$ cat config.mk
export PLATFORM = sky130hd
export DESIGN_NAME = ddr_bw_sched
export DESIGN_NICKNAME = d
export VERILOG_FILES = /design/src/rtl/ddr_bw_sched.sv
export SDC_FILE = /design/constraint.sdc
export NUM_CORES = 1
export LEC_CHECK = 0
export CAP_MARGIN = 20
export CELL_PAD_IN_SITES_DETAIL_PLACEMENT = 0
export CELL_PAD_IN_SITES_GLOBAL_PLACEMENT = 2
export CORE_MARGIN = 5
export CORE_UTILIZATION = 32
export CTS_CLUSTER_SIZE = 25
export DETAILED_ROUTE_END_ITERATION = 8
export MAX_ROUTING_LAYER = met4
export PLACE_DENSITY_LB_ADDON = 0.1
export SLEW_MARGIN = 40
export SYNTH_ARGS = -nofsm -noshare
export SYNTH_HDL_FRONTEND = slang
export SYNTH_SLANG_ARGS = --single-unit
$ cat constraint.sdc
create_clock -name aclk -period 9.8 [get_ports aclk]
set_input_delay 2.45 -clock aclk [delete_from_list [all_inputs] [get_ports aclk]]
set_output_delay 2.45 -clock aclk [all_outputs]
set_load 0.03 [all_outputs]
$ cat src/rtl/ddr_bw_sched.sv
// ddr_bw_sched: per-app signed token buckets gating AR/AW issue,
// configured and read back over the softreg bus.
module ddr_bw_sched #(
  parameter int          NAPPS   = 4,
  parameter logic [31:0] SR_ADDR = 32'h20,
  parameter int          TOK_W   = 16
) (
  input  logic               aclk,
  input  logic               rst_n,
  input  logic               sr_valid,
  input  logic               sr_isWrite,
  input  logic [31:0]        sr_addr,
  input  logic [63:0]        sr_data,
  output logic               sr_resp_valid,
  output logic [63:0]        sr_resp_data,
  input  logic [NAPPS-1:0]   ar_fire,
  input  logic [NAPPS*8-1:0] ar_len,
  input  logic [NAPPS-1:0]   aw_fire,
  input  logic [NAPPS*8-1:0] aw_len,
  output logic [NAPPS-1:0]   ar_allow,
  output logic [NAPPS-1:0]   aw_allow
);
  localparam int NREG = 2 + 2 * NAPPS;
  localparam int XW   = TOK_W + 2;

  typedef logic signed [TOK_W-1:0] tok_t;
  typedef logic signed [XW-1:0]    ext_t;

  localparam ext_t T_MAX = {3'b000, {(TOK_W-1){1'b1}}};
  localparam ext_t T_MIN = {3'b111, {(TOK_W-1){1'b0}}};

  logic [NAPPS-1:0] en_mask;
  logic [15:0]      period;
  logic [15:0]      period_cnt;
  logic [15:0]      cnt_last;
  logic [15:0]      rate   [NAPPS];
  logic [15:0]      burst  [NAPPS];
  tok_t             tokens [NAPPS];
  tok_t             tok_nxt[NAPPS];
  logic             refill;
  logic [31:0]      off;
  logic             hit;
  logic             wr;
  logic             rd;
  logic [63:0]      rd_data;
  logic             unused;

  function automatic ext_t cap(input logic [15:0] b);
    ext_t be;
    be = signed'(XW'(b));
    return (be < T_MAX) ? be : T_MAX;
  endfunction

  function automatic tok_t ld(input logic [15:0] b);
    ext_t c;
    c = cap(b);
    return c[TOK_W-1:0];
  endfunction

  // all terms land together, then clip to [min, min(burst, max)]
  function automatic tok_t upd(
    input tok_t        tok,
    input logic [15:0] r,
    input logic [15:0] b,
    input logic        add,
    input logic        af,
    input logic [7:0]  al,
    input logic        wf,
    input logic [7:0]  wl
  );
    ext_t t;
    ext_t hi;
    t  = {{2{tok[TOK_W-1]}}, tok};
    hi = cap(b);
    if (add) t = t + signed'(XW'(r));
    if (af)  t = t - signed'(XW'(al)) - ext_t'(1);
    if (wf)  t = t - signed'(XW'(wl)) - ext_t'(1);
    if (t > hi)         t = hi;
    else if (t < T_MIN) t = T_MIN;
    return t[TOK_W-1:0];
  endfunction

  assign off = sr_addr - SR_ADDR;
  assign hit = off < 32'(NREG);
  assign wr  = sr_valid & sr_isWrite & hit;
  assign rd  = sr_valid & ~sr_isWrite & hit;

  assign cnt_last = (period == 16'd0) ? 16'd0 : period - 16'd1;
  assign refill   = period_cnt == cnt_last;

  assign unused = ^sr_data[63:32];

  always_comb begin
    for (int i = 0; i < NAPPS; i++) begin
      tok_nxt[i] = upd(tokens[i], rate[i], burst[i], refill,
                       ar_fire[i], ar_len[i*8 +: 8],
                       aw_fire[i], aw_len[i*8 +: 8]);
    end
  end

  always_comb begin
    for (int i = 0; i < NAPPS; i++) begin
      ar_allow[i] = ~en_mask[i] |
                    (~tokens[i][TOK_W-1] & (|tokens[i]));
    end
    aw_allow = ar_allow;
  end

  always_comb begin
    rd_data = '0;
    if (off == 32'd0) rd_data = 64'(en_mask);
    else if (off == 32'd1) rd_data = 64'(period);
    for (int i = 0; i < NAPPS; i++) begin
      if (off == 32'(2 + i))
        rd_data = {32'd0, burst[i], rate[i]};
      if (off == 32'(2 + NAPPS + i))
        rd_data = {{(64-TOK_W){tokens[i][TOK_W-1]}}, tokens[i]};
    end
  end

  always_ff @(posedge aclk or negedge rst_n) begin
    if (!rst_n) begin
      en_mask       <= '0;
      period        <= '0;
      period_cnt    <= '0;
      sr_resp_valid <= 1'b0;
      sr_resp_data  <= '0;
      for (int i = 0; i < NAPPS; i++) begin
        rate[i]   <= '0;
        burst[i]  <= '0;
        tokens[i] <= '0;
      end
    end else begin
      sr_resp_valid <= rd;
      sr_resp_data  <= rd ? rd_data : '0;
      if (wr && off == 32'd0) en_mask <= sr_data[NAPPS-1:0];
      if (wr && off == 32'd1) period <= sr_data[15:0];
      if ((wr && off == 32'd1) || refill) period_cnt <= '0;
      else period_cnt <= period_cnt + 16'd1;
      // a config load wins over same-cycle refill and charges
      for (int i = 0; i < NAPPS; i++) begin
        if (wr && off == 32'(2 + i)) begin
          rate[i]   <= sr_data[15:0];
          burst[i]  <= sr_data[31:16];
          tokens[i] <= ld(sr_data[31:16]);
        end else begin
          tokens[i] <= tok_nxt[i];
        end
      end
    end
  end

endmodule

==> results.json, run 1 <==
{
  "outcome": "completed",
  "cellLeakagePower_nw": 13.0,
  "io_pins": 245,
  "final_cell_mix": "nand2_1 (480), nor2_1 (285), dfrtp_1 (260)",
  "drt-initial-drc-count": 2006,
  "htree_levels": 2,
  "wl_per_cell_um": 25.1,
  "syn_avg_cell_area_um2": 7.88,
  "fin_area_mm2": 0.0294,
  "dr.pass1.iters": 6,
  "area_growth_pct": 18.7,
  "cap_violations": 0,
  "p_int_w": 0.00294,
  "setup_viol": 0,
  "fin_cells": 4369,
  "pwr-share-seq_pct": 25.6,
  "synth_top_area_cell": "dfrtp_1",
  "drive_above_1_share_pct": 9.41,
  "via_per_inst": 5.65,
  "slew_headroom_pct": 40.6,
  "dp_hpwl_um": 85700,
  "core-area_mm2": 0.0772,
  "fin_crit_ps": 9370,
  "worst_setup_path_start_kind": "flip-flop",
  "gr-usage-all-layers_pct": 26.3,
  "ys_types": 101,
  "cts_hold_buf": 0,
  "place_inst": 4303,
  "worst_ir_drop_vdd_mv": 0.0963,
  "cp_max_fo": 16,
  "grt_pass1_wl_um": 160000,
  "antenna_found_initial": 2,
  "ys_warn_count": 0,
  "clock_path_buffers": 3,
  "ant_nets": 0,
  "drc_errors": 0,
  "cts-buffers-inserted": 35,
  "dieWidth_um": 288,
  "finClkSkew_ps": 23.5,
  "dieArea_mm2": 0.0832,
  "critPathMaxStageDelay_ps": 710,
  "use_met3_pct": 2.65,
  "path_clk_slew_ps": 60,
  "grt_overflow": 0,
  "cts_tree": "done",
  "hold_viol": 0,
  "hp-class": "reg -> reg",
  "num_vias": 24700,
  "timing.final.crit_share_pct": 95.6,
  "power.switching_w": 0.00213,
  "synthTopCellsByArea": "dfrtp_1 (26%), ha_1 (9.7%), nand2_1 (7.3%), nor2_1 (4.6%), xnor2_1 (4.4%)",
  "io_buffers": 212,
  "syn_area_mm2": 0.0248,
  "globalplace.congestion": 0.929,
  "synth_seq_area_share_pct": 26.4,
  "tightest_slew_ps": 888,
  "final_nets": 3680,
  "ys_ff_latch": 262,
  "use_met2_pct": 40.5,
  "grt_max_degree": 96,
  "cts.sinks": 262,
  "cts-root-buf": "clkbuf_16",
  "arrival_ps": 9810,
  "grt_use_met1_pct": 37.3,
  "die_y_um": 288,
  "place_area_mm2": 0.0281,
  "grt_pass1_vias": 23800,
  "fillers": 8062,
  "endpoint_kind": "flip-flop",
  "critPathSlowestCell": "or4b_2",
  "fmax_mhz": 107,
  "drv_slew": 0,
  "start_util_pct": 32.1,
  "ys.flop_type": "dfrtp_1",
  "final_common_cell": "nand2_1",
  "grt.busiest_layer": "met2",
  "synth_edf_count": 0,
  "synth_top_cell_area_share_pct": 26.4,
  "p_comb_share_pct": 48.6,
  "required_ps": 10230,
  "rows": 102,
  "syn_nets": 3523,
  "power_density_mw_per_mm2": 172,
  "ys_async_sr_fraction_pct": 100,
  "clk_latency_ps": 550,
  "power_frac_clock_pct": 25.7,
  "path_class": "reg -> reg",
  "swShare_pct": 42.1,
  "wirelength_um": 110000,
  "synth_cells": 3147
}
Yosys cell counts (17+ instances only):
cell	instances
a211o_1	17
a211oi_1	51
a21o_1	42
a21oi_1	220
a222oi_1	19
a22o_1	21
and3_1	20
buf_4	41
clkbuf_1	110
dfrtp_1	262
ha_1	192
inv_1	154
mux2_2	81
mux2i_1	41
nand2_1	481
nand2b_1	32
nand3_1	67
nand4_1	53
nor2_1	301
nor2b_1	35
nor3_1	70
nor4_1	41
o211ai_1	27
o21a_1	38
o21ai_0	163
o21bai_1	27
o221ai_1	33
o22ai_1	24
or2_2	19
or3_1	27
xnor2_1	126
xor2_1	77
what timing repair did:
action | 4_1_cts | 5_1_grt
hold endpoints to repair | 0 | 0
setup endpoints to repair | 0 | 62
setup buffers | 0 | 3
gates resized for setup | 0 | 22
metrics by stage:
stage / power (W) / TNS (ps) / hold WS, ps / worst slack, ps / util (%)
6_report: 0.00507 / 0 / 514 / 428 / 38.1
3_3_place_gp: 0.00371 / 0 / 490 / 353 / 36.4
5_1_grt: 0.00540 / -1.35 / 531 / -1.35 / 38.1
4_1_cts: 0.00507 / 0 / 512 / 177 / 37.9
2_1_floorplan: 0.00285 / 0 / 462 / 66.5 / -
3_5_place_dp: 0.00374 / 0 / 500 / 249 / 36.4
layout make-up:
cell class                      count  area [um^2]  share of cell area (%)
Antenna cell                        1         2.50                 0.00850
Timing Repair Buffer              293         2830                    9.62
Clock inverter                     20          221                   0.752
Tap cell                         1040         1300                    4.42
Sequential cell                   262         6560                    22.3
Clock buffer                       41          908                    3.09
Multi-Input combinational cell   2558        17000                    57.9
Inverter                          154          578                    1.96
metal layers:
metal	routed length, um	share of wire (%)
met5	0	0
met4	3200	2.9
met3	5980	5.5
met2	49000	45
met1	51500	47
power by group through the flow:
stage               clock (W)  combinational, W  sequential, W
finish                0.00130           0.00247        0.00130
global route          0.00138           0.00272        0.00130
CTS                   0.00133           0.00245        0.00129
detailed placement          0           0.00243        0.00131
global placement            0           0.00240        0.00131
floorplan                   0           0.00163        0.00122
worst max-delay path: cells and delay by family, from the launching register on:
| kind | cells | cell delay, ps |
|---|---|---|
| XOR/XNOR | 1 | 110 |
| multiplexers | 1 | 320 |
| flip-flops | 1 | 480 |
| buffers and inverters | 6 | 920 |
| AND/OR/NAND/NOR | 15 | 3220 |
| adder cells (fa/ha/maj) | 6 | 1750 |
| AO/OA/AOI/OAI | 13 | 2420 |
state kept, by name (all words and copies together) (netlist names):
signal / cells
period_cnt: 16
rate: 64
en_mask: 4
sr_resp_data: 33
tokens: 64
period: 16
burst: 64
sr_resp_valid: 1
kinds of logic after synthesis:
logic type | count (synthesis) | share of synthesized area [%]
multiplexers | 124 | 5.44
adder cells (fa/ha/maj) | 206 | 10.7
XOR/XNOR | 204 | 7.26
buffers and inverters | 327 | 5.76
AND/OR/NAND/NOR | 1228 | 23.2
flip-flops | 262 | 26.4
AO/OA/AOI/OAI | 796 | 21.1
worst paths after layout:
path                                       startpoint                         end  slack (ps)  cells after the start
max in group asynchronous                       rst_n  sr_resp_data[24]$_DFF_PN0_        6640                      3
min in group asynchronous                       rst_n    period_cnt[11]$_DFF_PN0_        1750                      1
worst min register to register   rate[18]$_DFFE_PN0P_        rate[18]$_DFFE_PN0P_         510                      2
worst max register to register  period[0]$_DFFE_PN0P_        tokens[20]$_DFF_PN0_         430                     42
worst min-delay path             rate[18]$_DFFE_PN0P_        rate[18]$_DFFE_PN0P_         510                      2
worst max-delay path            period[0]$_DFFE_PN0P_        tokens[20]$_DFF_PN0_         430                     42
(Power assumes the default switching activity.)
==> run 2: changes to the inputs <==
- TNS_END_PERCENT: default -> 20
==> results.json, run 2 (synthesized netlist as in run 1, its figures left out) <==
{
  "top_regs": "burst: 64 flops, rate: 64 flops, tokens: 64 flops",
  "worst_ir_drop_vdd_mv": 0.0965,
  "drv_slew": 0,
  "io_buffers": 212,
  "cellLeakagePower_nw": 13.0,
  "core-area_mm2": 0.0772,
  "required_ps": 10240,
  "num_vias": 24700,
  "critPathSlowestCell": "or4b_2",
  "drt-initial-drc-count": 2012,
  "die_y_um": 288,
  "setup_viol": 0,
  "rows": 102,
  "cts.sinks": 262,
  "io_pins": 245,
  "cp_top_family": "simple AND/OR/NAND/NOR gates",
  "cp_max_fo": 16,
  "antenna_found_initial": 2,
  "drive_above_1_share_pct": 9.47,
  "fin_cells": 4368,
  "tightest_slew_ps": 967,
  "ant_nets": 0,
  "fillers": 8064,
  "endpoint_kind": "flip-flop",
  "power.switching_w": 0.00213,
  "pwr-share-seq_pct": 25.6,
  "timing.final.crit_share_pct": 94.4,
  "dieWidth_um": 288,
  "area_growth_pct": 18.7,
  "wl_per_cell_um": 25.1,
  "drc_errors": 0,
  "clk_latency_ps": 550,
  "hold_viol": 0,
  "gr-usage-all-layers_pct": 26.3,
  "outcome": "completed",
  "start_util_pct": 32.1,
  "fmax_mhz": 108,
  "fin_util_pct": 38.1,
  "rsz0062_at_grt": "yes",
  "path_class": "reg -> reg",
  "grt_overflow": 0,
  "grt_pass1_vias": 23800,
  "grt_pass1_wl_um": 160000,
  "wirelength_um": 110000,
  "final_cell_mix": "nand2_1 (480), nor2_1 (285), dfrtp_1 (260)",
  "hp-class": "reg -> reg",
  "worst_setup_path_start_kind": "flip-flop",
  "power_density_mw_per_mm2": 172,
  "path_clk_slew_ps": 60,
  "fin_crit_ps": 9250,
  "final_common_cell": "nand2_1",
  "htree_levels": 2,
  "cts-buffers-inserted": 35,
  "critPathMaxStageDelay_ps": 710,
  "p_int_w": 0.00294,
  "slew_headroom_pct": 35.3,
  "finClkSkew_ps": 23.6,
  "cts_tree": "done",
  "arrival_ps": 9680,
  "p_comb_share_pct": 48.7,
  "swShare_pct": 42.1,
  "dr.pass1.iters": 7,
  "place_inst": 4303,
  "via_per_inst": 5.65,
  "dp_hpwl_um": 85700,
  "globalplace.congestion": 0.929,
  "cap_violations": 0,
  "cts-root-buf": "clkbuf_16",
  "critPathBufInv": 6,
  "power_frac_clock_pct": 25.7,
  "diodes": 0,
  "dieArea_mm2": 0.0832,
  "final_nets": 3680,
  "clock_path_buffers": 3,
  "grt_max_degree": 96
}
==> run 2: changes by cell type in the layout (fill, tap and decap cells not counted) <==
cell / change
a211oi_2: +1
nor3b_1: -1
diode_2: -1
a2111oi_0: +1
a211oi_1: -1
a2111oi_1: -1
nor3b_2: +1
==> run 2: worst register-to-register path, delay by kind of cell (launching register included) <==
kind	cells	cell delay, ps
DFF	1	470
buffers and inverters	6	930
AOI/OAI and AO/OA	13	2370
adders and majority gates	6	1750
and+or+nand+nor	15	3180
xor gates and xnor gates	1	110
muxes	1	320
==> run 2: final cells by class <==
type                    count  area [um^2]  share of cell area [%]
clock buffers              41          908                    3.08
clock inverters            20          221                   0.752
multi-input cells        2558        17000                    57.9
repair buffers            293         2830                    9.62
flip-flops and latches    262         6560                    22.3
inverters                 154          578                    1.96
well taps                1040         1300                    4.42
==> run 2: repair_timing <==
item / CTS / global route
setup endpoints to repair: 0 / 62
hold buffers: 0 / 0
setup buffers: 0 / 3
resized for setup: 0 / 23
==> run 2: power by group through the flow <==
| stage | Sequential (W) | Combinational, W | Clock, W |
|---|---|---|---|
| 5_1_grt | 0.00130 | 0.00272 | 0.00138 |
| 6_report | 0.00130 | 0.00247 | 0.00130 |
| 2_1_floorplan | 0.00122 | 0.00163 | 0 |
| 3_3_place_gp | 0.00131 | 0.00240 | 0 |
| 3_5_place_dp | 0.00131 | 0.00243 | 0 |
| 4_1_cts | 0.00129 | 0.00245 | 0.00133 |
==> run 2: final timing paths <==
| kind | startpoint | to | slack (ps) | depth (start not counted) |
|---|---|---|---|---|
| worst max-delay path | period[0]$_DFFE_PN0P_ | tokens[20]$_DFF_PN0_ | 550 | 42 |
| worst min-delay path | rate[18]$_DFFE_PN0P_ | rate[18]$_DFFE_PN0P_ | 510 | 2 |
| worst max register to register | period[0]$_DFFE_PN0P_ | tokens[20]$_DFF_PN0_ | 550 | 42 |
| worst min register to register | rate[18]$_DFFE_PN0P_ | rate[18]$_DFFE_PN0P_ | 510 | 2 |
| max in group asynchronous | rst_n | sr_resp_data[24]$_DFF_PN0_ | 6630 | 3 |
| min in group asynchronous | rst_n | period_cnt[11]$_DFF_PN0_ | 1750 | 1 |
==> run 2: layer usage <==
layer  vias to the layer above  global-route usage [%]  wire length (um)
li1                      11600                       -                 -
met5                         -                       -                 0
met2                       776                    40.5             49000
met1                     12200                    37.3             51800
met4                         0                    6.66              3160
met3                       128                    2.65              5680
==> run 2: metrics by stage <==
step | setup TNS (ps) | total power [W] | hold slack, ps | area (um^2) | setup slack [ps]
2_1_floorplan | 0 | 0.00285 | 462 | 24800 | 66.5
3_3_place_gp | 0 | 0.00371 | 490 | 28100 | 353
3_5_place_dp | 0 | 0.00374 | 500 | 28100 | 249
4_1_cts | 0 | 0.00507 | 512 | 29300 | 177
5_1_grt | -32.6 | 0.00540 | 531 | 29400 | -25.1
6_report | 0 | 0.00507 | 510 | 29400 | 554
==> run 3: changes to the inputs <==
- CELL_PAD_IN_SITES_DETAIL_PLACEMENT: 0 -> default
- CELL_PAD_IN_SITES_GLOBAL_PLACEMENT: 2 -> default
- CORE_UTILIZATION: 32 -> 54
- PLACE_DENSITY: default -> 0.79
- PLACE_DENSITY_LB_ADDON: 0.1 -> default
==> results.json, run 3 (synthesized netlist as in run 1, its figures left out) <==
{
  "outcome": "completed",
  "dr.pass1.iters": 9,
  "fin_cells": 3962,
  "grt_max_degree": 81,
  "drive_above_1_share_pct": 10.2,
  "cts.sinks": 262,
  "fin_crit_ps": 9560,
  "start_util_pct": 54.7,
  "slew_headroom_pct": 42.3,
  "place_area_mm2": 0.0279,
  "critPathBufInv": 5,
  "grt_pass1_vias": 24100,
  "clk_latency_ps": 590,
  "finClkSkew_ps": 13.7,
  "clock_path_buffers": 3,
  "timing.final.crit_share_pct": 97.6,
  "rr_startpoint": "period[0]$_DFFE_PN0P_",
  "place_inst": 3903,
  "htree_levels": 1,
  "drv_slew": 0,
  "wirelength_um": 97000,
  "die_y_um": 224,
  "cts-root-buf": "clkbuf_16",
  "path_class": "reg -> reg",
  "fin_area_mm2": 0.0292,
  "setup_viol": 0,
  "hp-class": "reg -> reg",
  "drt-initial-drc-count": 2962,
  "fillers": 3933,
  "tightest_slew_ps": 862,
  "cts_hold_buf": 0,
  "dieWidth_um": 224,
  "via_per_inst": 6.48,
  "fin_tns_setup_ps": 0,
  "area_growth_pct": 17.9,
  "cellLeakagePower_nw": 13.2,
  "final_cell_mix": "nand2_1 (479), nor2_1 (289), dfrtp_1 (260)",
  "crit_start": "period[0]$_DFFE_PN0P_",
  "globalplace.congestion": 1.05,
  "hold_viol": 0,
  "dieArea_mm2": 0.0503,
  "grt_overflow": 0,
  "gr-usage-all-layers_pct": 37.9,
  "cp_top_family": "simple AND/OR/NAND/NOR gates",
  "dp_hpwl_um": 75800,
  "rows": 78,
  "core-area_mm2": 0.0454,
  "hp-start": "rate[7]$_DFFE_PN0P_",
  "fmax_mhz": 105,
  "io_buffers": 212,
  "endpoint_kind": "flip-flop",
  "fin_util_pct": 64.4,
  "io_pins": 245,
  "cap_violations": 0,
  "antenna_found_initial": 2,
  "grt_pass1_wl_um": 145000,
  "path_clk_slew_ps": 60,
  "power_density_mw_per_mm2": 182,
  "worst_ir_drop_vdd_mv": 0.152,
  "num_vias": 25700,
  "cp_max_fo": 29,
  "cts-buffers-inserted": 30,
  "ant_nets": 0,
  "drc_errors": 0,
  "top_regs": "burst: 64 flops, rate: 64 flops, tokens: 64 flops",
  "cts_tree": "done",
  "critPathMaxStageDelay_ps": 480,
  "wl_per_cell_um": 24.5,
  "required_ps": 10290,
  "arrival_ps": 10060,
  "final_common_cell": "nand2_1",
  "worst_setup_path_start_kind": "flip-flop",
  "final_nets": 3712,
  "critPathMostFrequentCell": "ha_1",
  "critPathSlowestCell": "dfrtp_2"
}
==> run 3: layout make-up <==
type | count | area (um^2) | share of cell area [%]
antenna | 3 | 7.51 | 0.0257
clock buffer | 36 | 845 | 2.89
clock inverter | 19 | 360 | 1.23
inverter | 154 | 578 | 1.98
multi-input combinational | 2558 | 17000 | 58.1
sequential | 262 | 6560 | 22.4
tap | 600 | 751 | 2.57
timing repair buffer | 330 | 3150 | 10.8
==> run 3: through the flow <==
step                total power, W  hold slack, ps  setup slack [ps]
floorplan                  0.00285             462              66.5
global placement           0.00378             477               373
detailed placement         0.00386             491               168
CTS                        0.00524             505              89.3
global route               0.00560             532             -51.6
finish                     0.00533             507               235
==> run 3: worst register-to-register path: cells and delay by family (launching register included) <==
family,cells,cell delay [ps]
simple gates,13,2920
compound gates,15,2630
fa+ha+maj,5,1510
buf+inv,5,870
xor+xnor,3,780
flops,1,480
mux,1,310
==> run 3: metal layers <==
layer,track usage (%),share of wire (%),up-vias
met3,7.53,9.9,288
met4,15.7,5.2,0
met1,51.4,41,12400
li1,-,-,11700
met5,-,0,-
met2,55.8,44,1321
==> run 3: power by group <==
group | switching [W] | total (W) | internal (W)
Combinational | 0.00148 | 0.00266 | 0.00118
Sequential | 0.000143 | 0.00129 | 0.00114
Clock | 0.000511 | 0.00138 | 0.000874
Total | 0.00213 | 0.00533 | 0.00319
==> run 3: path summary, 6_finish.rpt <==
check	to	slack, ps	cells after the start
min	rate[7]$_DFFE_PN0P_	510	2
max	tokens[8]$_DFF_PN0_	240	42
min reg2reg	rate[7]$_DFFE_PN0P_	510	2
max in group asynchronous	sr_resp_data[26]$_DFF_PN0_	6540	3
min in group asynchronous	rate[43]$_DFFE_PN0P_	1770	1
max reg2reg	tokens[8]$_DFF_PN0_	240	42
==> run 3: timing repair <==
item | in CTS | in global routing
endpoints found under the hold margin | 0 | 0
resized for setup | 0 | 27
setup endpoints to repair | 0 | 47
setup buffers | 0 | 1
